$ cat src/rtl/acia_rx_pkg.sv
// acia_rx_pkg: state encoding and default rate constants shared by the ACIA receive and transmit paths.
package acia_rx_pkg;
    localparam int SCW_DEF = 8;
    localparam int SYM_CNT_DEF = 139;
    typedef logic [1:0] state_t;
    localparam logic [1:0] IDLE = 2'd0;
    localparam logic [1:0] START = 2'd1;
    localparam logic [1:0] DATA = 2'd2;
    localparam logic [1:0] STOP = 2'd3;
endpackage

$ cat src/rtl/acia_sync.sv
// acia_sync: two-flop synchroniser for an idle-high asynchronous line.
module acia_sync (
    input  logic clk,
    input  logic rst,
    input  logic d,
    output logic q
);
    logic m;
    always_ff @(posedge clk) begin
        if (!rst) {q, m} <= 2'b11;
        else {q, m} <= {m, d};
    end
endmodule

$ cat src/rtl/acia_rx.sv
// acia_rx: 8N1 serial receiver with mid-bit sampling, ready/ack handshake, framing and overrun flags.
module acia_rx
    import acia_rx_pkg::*;
#(
    parameter int SCW = SCW_DEF,
    parameter int sym_cnt = SYM_CNT_DEF
) (
    input  logic       clk,
    input  logic       rst,
    input  logic       rx_serial,
    input  logic       rx_ack,
    output logic [7:0] rx_dat,
    output logic       rx_rdy,
    output logic       rx_stb,
    output logic       rx_ferr,
    output logic       rx_ovr,
    output logic       rx_busy
);
    localparam logic [SCW-1:0] SYM = SCW'(sym_cnt);
    localparam logic [SCW-1:0] HALF = SCW'(sym_cnt >> 1);
    logic rx_s;
    state_t state;
    logic [SCW-1:0] cnt;
    logic [2:0] bit_cnt;
    logic [7:0] sr;
    logic armed;
    logic tick;
    acia_sync u_sync (.clk(clk), .rst(rst), .d(rx_serial), .q(rx_s));
    assign tick = (cnt == '0) && (state != IDLE);
    assign rx_busy = state != IDLE;
    always_ff @(posedge clk) begin
        if (!rst) begin
            state <= IDLE;
            cnt <= '0;
            bit_cnt <= '0;
            sr <= '0;
            armed <= 1'b0;
            rx_dat <= '0;
            rx_ferr <= 1'b0;
            rx_stb <= 1'b0;
        end else begin
            rx_stb <= 1'b0;
            cnt <= (cnt != '0) ? cnt - SCW'(1) : cnt;
            case (state)
                IDLE: begin
                    if (armed && !rx_s) begin
                        state <= START;
                        cnt <= HALF;
                        armed <= 1'b0;
                    end else if (rx_s) armed <= 1'b1;
                end
                START: begin
                    if (tick) begin
                        state <= rx_s ? IDLE : DATA;
                        cnt <= SYM;
                        bit_cnt <= 3'd7;
                    end
                end
                DATA: begin
                    if (tick) begin
                        sr <= {rx_s, sr[7:1]};
                        cnt <= SYM;
                        state <= (bit_cnt == 3'd0) ? STOP : DATA;
                        bit_cnt <= bit_cnt - 3'd1;
                    end
                end
                default: begin
                    // Leaving at mid-stop gives half a bit to catch a back-to-back start edge.
                    if (tick) begin
                        rx_dat <= sr;
                        rx_ferr <= ~rx_s;
                        rx_stb <= 1'b1;
                        state <= IDLE;
                    end
                end
            endcase
        end
    end
    always_ff @(posedge clk) begin
        if (!rst) begin
            rx_rdy <= 1'b0;
            rx_ovr <= 1'b0;
        end else begin
            rx_rdy <= rx_stb ? 1'b1 : (rx_ack ? 1'b0 : rx_rdy);
            rx_ovr <= (rx_stb && rx_rdy && !rx_ack) ? 1'b1 : (rx_ack ? 1'b0 : rx_ovr);
        end
    end
endmodule

$ cat config.mk
export PLATFORM = sky130hd
export DESIGN_NAME = acia_rx
export DESIGN_NICKNAME = d
export VERILOG_FILES = /design/src/rtl/acia_rx_pkg.sv /design/src/rtl/acia_sync.sv /design/src/rtl/acia_rx.sv
export SDC_FILE = /design/constraint.sdc
export NUM_CORES = 1
export LEC_CHECK = 0
export CAP_MARGIN = 25
export CORE_MARGIN = 2
export CORE_UTILIZATION = 43
export DETAILED_ROUTE_END_ITERATION = 16
export GPL_ROUTABILITY_DRIVEN = 0
export PLACE_DENSITY = 0.6
export SYNTH_ARGS = -nofsm -noshare
export SYNTH_HDL_FRONTEND = slang
export SYNTH_SLANG_ARGS = --single-unit
export TNS_END_PERCENT = 20
$ cat constraint.sdc
create_clock -name clk -period 4.6 [get_ports clk]
set_clock_uncertainty 0.15 [all_clocks]
set_input_delay 0.69 -clock clk [delete_from_list [all_inputs] [get_ports clk]]
set_output_delay 0.69 -clock clk [all_outputs]
set_load 0.05 [all_outputs]
# == After elaboration in Yosys (flattened, before gate mapping) ==
# Index checks and enable logic that the tools add are counted.
# totals
output_inout_bits,13
word_cells,66
register_bits,36
in_bits,4
# op_classes
mux,20
n_reduce_logical,24
n_eq_ne,5
bitwise,3
add_sub_neg,2
# ops
operator,count
8-bit two-way mux,3
8-bit one-hot mux with 2 select lines,1
2-bit nonzero test,6
2-bit two-way mux,5
8-bit logical NOT,1
8-bit nonzero test,1
"8-bit by 1-bit subtractor with 8-bit output, second input constant",1
1-bit two-way mux,7
3-bit two-way mux,2
"2-bit inequality test, second input constant",3
2-bit one-hot mux with 3 select lines,1
3-bit one-hot mux with 2 select lines,1
2-bit AND reduction,3
1-bit logical AND,4
4-bit AND reduction,1
4-bit OR reduction,1
3-bit logical NOT,1
1-bit inverter,3
3-bit AND reduction,1
3-bit OR reduction,1
"3-bit by 1-bit subtractor with 3-bit output, second input constant",1
"2-bit by 1-bit equality test with 1-bit output, second input constant",1
"2-bit equality test, second input constant",1
1-bit logical NOT,2
2 further kinds,2

# == Longest topological paths before layout ==
# logic_depth
ltp_word,4
depth_mapped,8
mapped_depth_nobuf,6

# == By module ==
# Synthesis repeated with hierarchy kept, for this count alone.
# unflattened
hier_cells,162
area_unflattened_um2,1516.5
# modules_own_cells
mod,cells_per_inst,n_inst,area_per_inst_um2,seq_area_each_um2
acia_rx,158,1,1463.9,680.7
acia_sync,4,1,52.6,40.0

# == Worst setup path after synthesis ==
# Ideal clock, no wire load.
# synth_path
path_type,flip-flop to flip-flop
startpoint,register state[1]
endpoint,register state[1]
stages_incl_launch_ff,8
slack_ns,2.344
t_arrival_ns,2.029
path_buffers,1
period_less_slack_ns,2.256
setup_ns,0.076
required_time_ns,4.374
cell_sequence,dfxtp_1 inv_1 ha_1 clkbuf_1 inv_1 nand4_2 or4b_1 a31oi_1
# synth_via
elab_chain_len,4
word_cells_on_any_way,11
cone_classes,5 x eq/ne; 1 x mux; 5 x reduce/logical
# synth_lines
item,line,rtl
from (decl),acia_rx.sv:22,state_t state;
from (signal assigned),acia_rx.sv:54,state <= rx_s ? IDLE : DATA;
from (signal assigned),acia_rx.sv:63,state <= (bit_cnt == 3'd0) ? STOP : DATA;
2-bit nonzero test *,n/a,
via rx_busy,acia_rx.sv:17,output logic rx_busy
1-bit logical AND *,acia_rx.sv:29,assign tick = (cnt == '0) && (state != IDLE);
2-bit inequality test (no line) or 2-bit nonzero test (tied branches),n/a,
4-bit AND reduction (no line) *,n/a,
# Mark *: on every way through the listed nets, which the timed path passes. The rest lies on a longest branch.
# A chain may end at the register's enable or synchronous reset.

# == Worst setup path in the final report ==
# layout_path
startpoint,register state[0]
endpoint,output rx_busy
# layout_via
elab_chain_len,1
# layout_lines
item,line,rtl
2-bit nonzero test,acia_rx.sv:30,assign rx_busy = state != IDLE;
to (decl),acia_rx.sv:17,
# No other way between the ends.

==> results.md <==
- Run status: finished, final reports clean
- Remaining max-slew budget at the tightest pin: 59.13%
- Startpoint of the worst-slack reg-to-reg timing path: state[0]$_SDFFE_PN0P_
- Required arrival time at the worst endpoint: 3760 ps
- Mapped Nets: 176
- Sw Ratio: 34.34%
- Number of synthesized register bits: 36
- Synth Flop Type: sky130_fd_sc_hd__dfxtp_1
- Iteration-0 DRC count of the detailed router: 28
- Routed Antenna Nets: 0
- Count of different cell masters after synthesis: 38
- GRT Total Usage: 15.90%
- Clock slew at the register clock pins of the worst setup and hold paths: 110 ps
- Placed insts: 221
- Async set-or-reset flop fraction in the synthesized netlist: 0%
- Count of flip-flops with a built-in enable after synthesis: 0
- Io pins: 17
- Worst Path Max Fanout: 8
- Slowest cell on crit path: sky130_fd_sc_hd__clkdlybuf4s50_1
- Clock network power share: 22.4%
- Peak Freq: 334.0 MHz
- DIE AREA: 4083 um^2
- Power per unit of standard cell area: 461.2 nW/um^2
- Most area-consuming cells after synthesis: sky130_fd_sc_hd__dfxtp_1 47%, sky130_fd_sc_hd__mux2i_1 5.8%, sky130_fd_sc_hd__ha_1 5.7%, sky130_fd_sc_hd__nand3_1 4.2%, sky130_fd_sc_hd__nand2_1 3.6%
- Met3 WL: 104 um
- Total congestion overflow after global routing: 0
- Half-perimeter wire length of the detailed placement result: 2028 um
- Number of nets at the end of the flow: 193
- Area leader, netlist: sky130_fd_sc_hd__dfxtp_1
- Fraction of layout cells with a size suffix above 1: 7.143%
- P&R area growth vs syn: 17.11%
- Period utilization: 65.09%
- Number of input and output port buffers inserted: 16
- Vias per inst: 5.140
- Fillers: 315
- Crit path buf inv count: 3
- Worst setup path startpoint: state[0]$_SDFFE_PN0P_
- Startpoint type of the worst setup path: register
- Cells traversed along the worst timing path: inv_1, ha_1, inv_1, clkdlybuf4s50_1
- Via count of the routed design: 1172
- Routed wire per std cell: 12.59 um
- Switching component of the power: 0.0002861 W
- Fraction of synthesized area in multiplexers: 6.569%
- Mean cell area of the mapped netlist: 9.350 um^2
- Cts-stage hold buffer count: 0
- Total of endpoints with negative setup slack in the final report: 0
- Part of the total power dissipated in sequential elements: 44.8%
- Number of iterations in the first detailed-routing pass: 4
- Starting density of the core: 45.51%
- Number of global-route vias before repair: 1169
- Cell Area, Synth: 1543 um^2
- Transition time at the pin with the least slew margin: 611.3 ps
- Adder-cell share of the synthesized area: 5.677%
- Unrepaired setup endpoints after global routing: false
- Synth warn: 0
- Startpoint of the worst hold path: u_sync.m$_SDFF_PN1_
- DIE HEIGHT: 63.90 um
- Combinational family with the most area after synthesis: simple AND/OR/NAND/NOR gates
- Classification of the worst setup path: register to output pin
- Class of the worst hold path: register to register
- Final cell count without fillers: 228
- Die width: 63.90 um
- CTS max path bufs: 2
- Clock buffers created by TritonCTS: 5
- Data arrival time of the critical path: 2150 ps
- Amount of wire on met2 after detailed routing: 1335 um
- # DRC: 0
- Gate power share: 32.8%
- Clock Latency Late Sink: 340 ps
- Number of antenna cells inserted: 0
- Simple-gate share of the synthesized area: 22.22%
- Setup TNS after final layout: 0 ps
- Share of the yosys chip area belonging to registers: 46.72%
- Post-CTS sizing: 0
- Metal1 wirelength: 1379 um
- Internal Pwr Total: 0.0005471 W
- Wire length of the first global-routing pass: 5092 um
- Maximum number of pins on one net before global-route repair: 27
- Leakage: 0.7105 nW
- Max-slew violation count: 0
- Most frequent cell on the critical path: sky130_fd_sc_hd__inv_1
- Standard cell core area: 3390 um^2
- Synthesized instance count: 165
- Maximum Capacitance Violations: 0
- Setup slack of the worst register-to-register path: 2350 ps
- CTS tree: built
- Endpoint class of the critical path: output pin
- Top cell type's share of synthesized area: 46.72%
- Slowest cell delay on critical path: 830 ps
- Highest metal layer used by the detailed router: met4
- XOR/XNOR Fraction of Synth Area: 3.406%
- Post-route minimum period: 2994 ps
- Antenna violations before repair: 0
- Compound-Gate Fraction of Synth Area: 11.03%
- Total Wirelength: 2870 um
- # H-tree levels: 2
- Clk root buf: sky130_fd_sc_hd__clkbuf_4
- Total number of placement rows: 21
- Clock sinks: 36
- Worst Setup Slack post-DPL: 2003 ps
- Min setup slack post-route: 1606 ps
- Max VDD drop: 0.1578 mV
- Number of buffers inserted by post-CTS setup repair: 0
- Number of hold violations in the final report: 0
- Cell family with the largest share of critical-path delay: buffers and inverters
## cell usage after synthesis, types with 4 or more instances
cell type and n:
sky130_fd_sc_hd__clkbuf_1 7, sky130_fd_sc_hd__nand3_1 13, sky130_fd_sc_hd__dfxtp_1 36, sky130_fd_sc_hd__inv_1 10
sky130_fd_sc_hd__nand2b_1 4, sky130_fd_sc_hd__nor2_1 8, sky130_fd_sc_hd__o21ai_0 11, sky130_fd_sc_hd__nand2_1 15
sky130_fd_sc_hd__xnor2_1 4, sky130_fd_sc_hd__a21oi_1 4, sky130_fd_sc_hd__ha_1 7, sky130_fd_sc_hd__mux2i_1 9
## logic make-up after synthesis
kind of cell / count (synthesis)
XOR/XNOR: 6
flip-flops: 36
adder cells (fa/ha/maj): 7
AO/OA/AOI/OAI: 28
AND/OR/NAND/NOR: 60
multiplexers: 10
buffers and inverters: 18
## metrics by stage
stage | utilization [%] | hold slack (ps) | area [um^2] | total power [W]
after floorplan | - | 236.3 | 1543 | 0.0005970
after global placement | 51.38 | 241.9 | 1742 | 0.0006470
after detailed placement | 51.38 | 245.2 | 1742 | 0.0006544
after CTS | 53.30 | 271.0 | 1807 | 0.0008445
after global routing | 53.30 | 287.5 | 1807 | 0.0008891
final | 53.30 | 268.7 | 1807 | 0.0008332
## sequential cells by signal, indices dropped and copies added (netlist names)
name	cells
u_sync.m	1
rx_rdy	1
rx_ovr	1
rx_ferr	1
armed	1
u_sync.q	1
cnt	8
rx_stb	1
rx_dat	8
state	2
bit_cnt	3
sr	8
## worst register-to-register path: stages, from the launching register on
cell and delay (ps):
sky130_fd_sc_hd__dfxtp_1 410, sky130_fd_sc_hd__inv_1 100, sky130_fd_sc_hd__ha_1 300, sky130_fd_sc_hd__nor3b_1 260, sky130_fd_sc_hd__nand4_1 530, sky130_fd_sc_hd__nand3_1 260, sky130_fd_sc_hd__o21ai_0 100
## layer usage
| metal | up-vias | global-route usage (%) |
|---|---|---|
| met5 | - | 0 |
| met2 | 18 | 27.86 |
| li1 | 610 | - |
| met4 | 0 | 8.152 |
| met1 | 539 | 17.81 |
| met3 | 5 | 3.697 |
## final cells by class
type	count	area (um^2)	share of cell area [%]
Tap cell	46	57.56	3.186
Clock buffer	7	65.06	3.601
Timing Repair Buffer	17	167.7	9.280
Multi-Input combinational cell	111	754.5	41.76
Inverter	11	41.29	2.285
Sequential cell	36	720.7	39.89
## power by group through the flow
stage	combinational (W)	clock, W	sequential, W
after floorplan	0.000218	0	0.000379
after global placement	0.000268	0	0.000379
after detailed placement	0.000274	0	0.000380
after CTS	0.000276	0.000195	0.000373
after global routing	0.000305	0.000207	0.000377
final	0.000273	0.000187	0.000373
## path summary, 6_finish.rpt
path | endpoint | cells after the start
max | rx_busy | 4
min | u_sync.q$_SDFF_PN1_ | 1
min reg2reg | u_sync.q$_SDFF_PN1_ | 1
max reg2reg | rx_dat[0]$_SDFFE_PN0P_ | 6
## placed cells by master (no fill, tap or decap), types with 4 or more instances in the layout
master,instances
sky130_fd_sc_hd__dfxtp_1,36
sky130_fd_sc_hd__nand2b_1,4
sky130_fd_sc_hd__nand3_1,13
sky130_fd_sc_hd__a21oi_1,4
sky130_fd_sc_hd__clkdlybuf4s50_1,16
sky130_fd_sc_hd__nor2_1,8
sky130_fd_sc_hd__ha_1,7
sky130_fd_sc_hd__mux2i_1,9
sky130_fd_sc_hd__inv_1,10
sky130_fd_sc_hd__nand2_1,15
sky130_fd_sc_hd__xnor2_1,4
sky130_fd_sc_hd__clkbuf_4,5
sky130_fd_sc_hd__o21ai_0,11
Power figures use the tool's default switching activity.
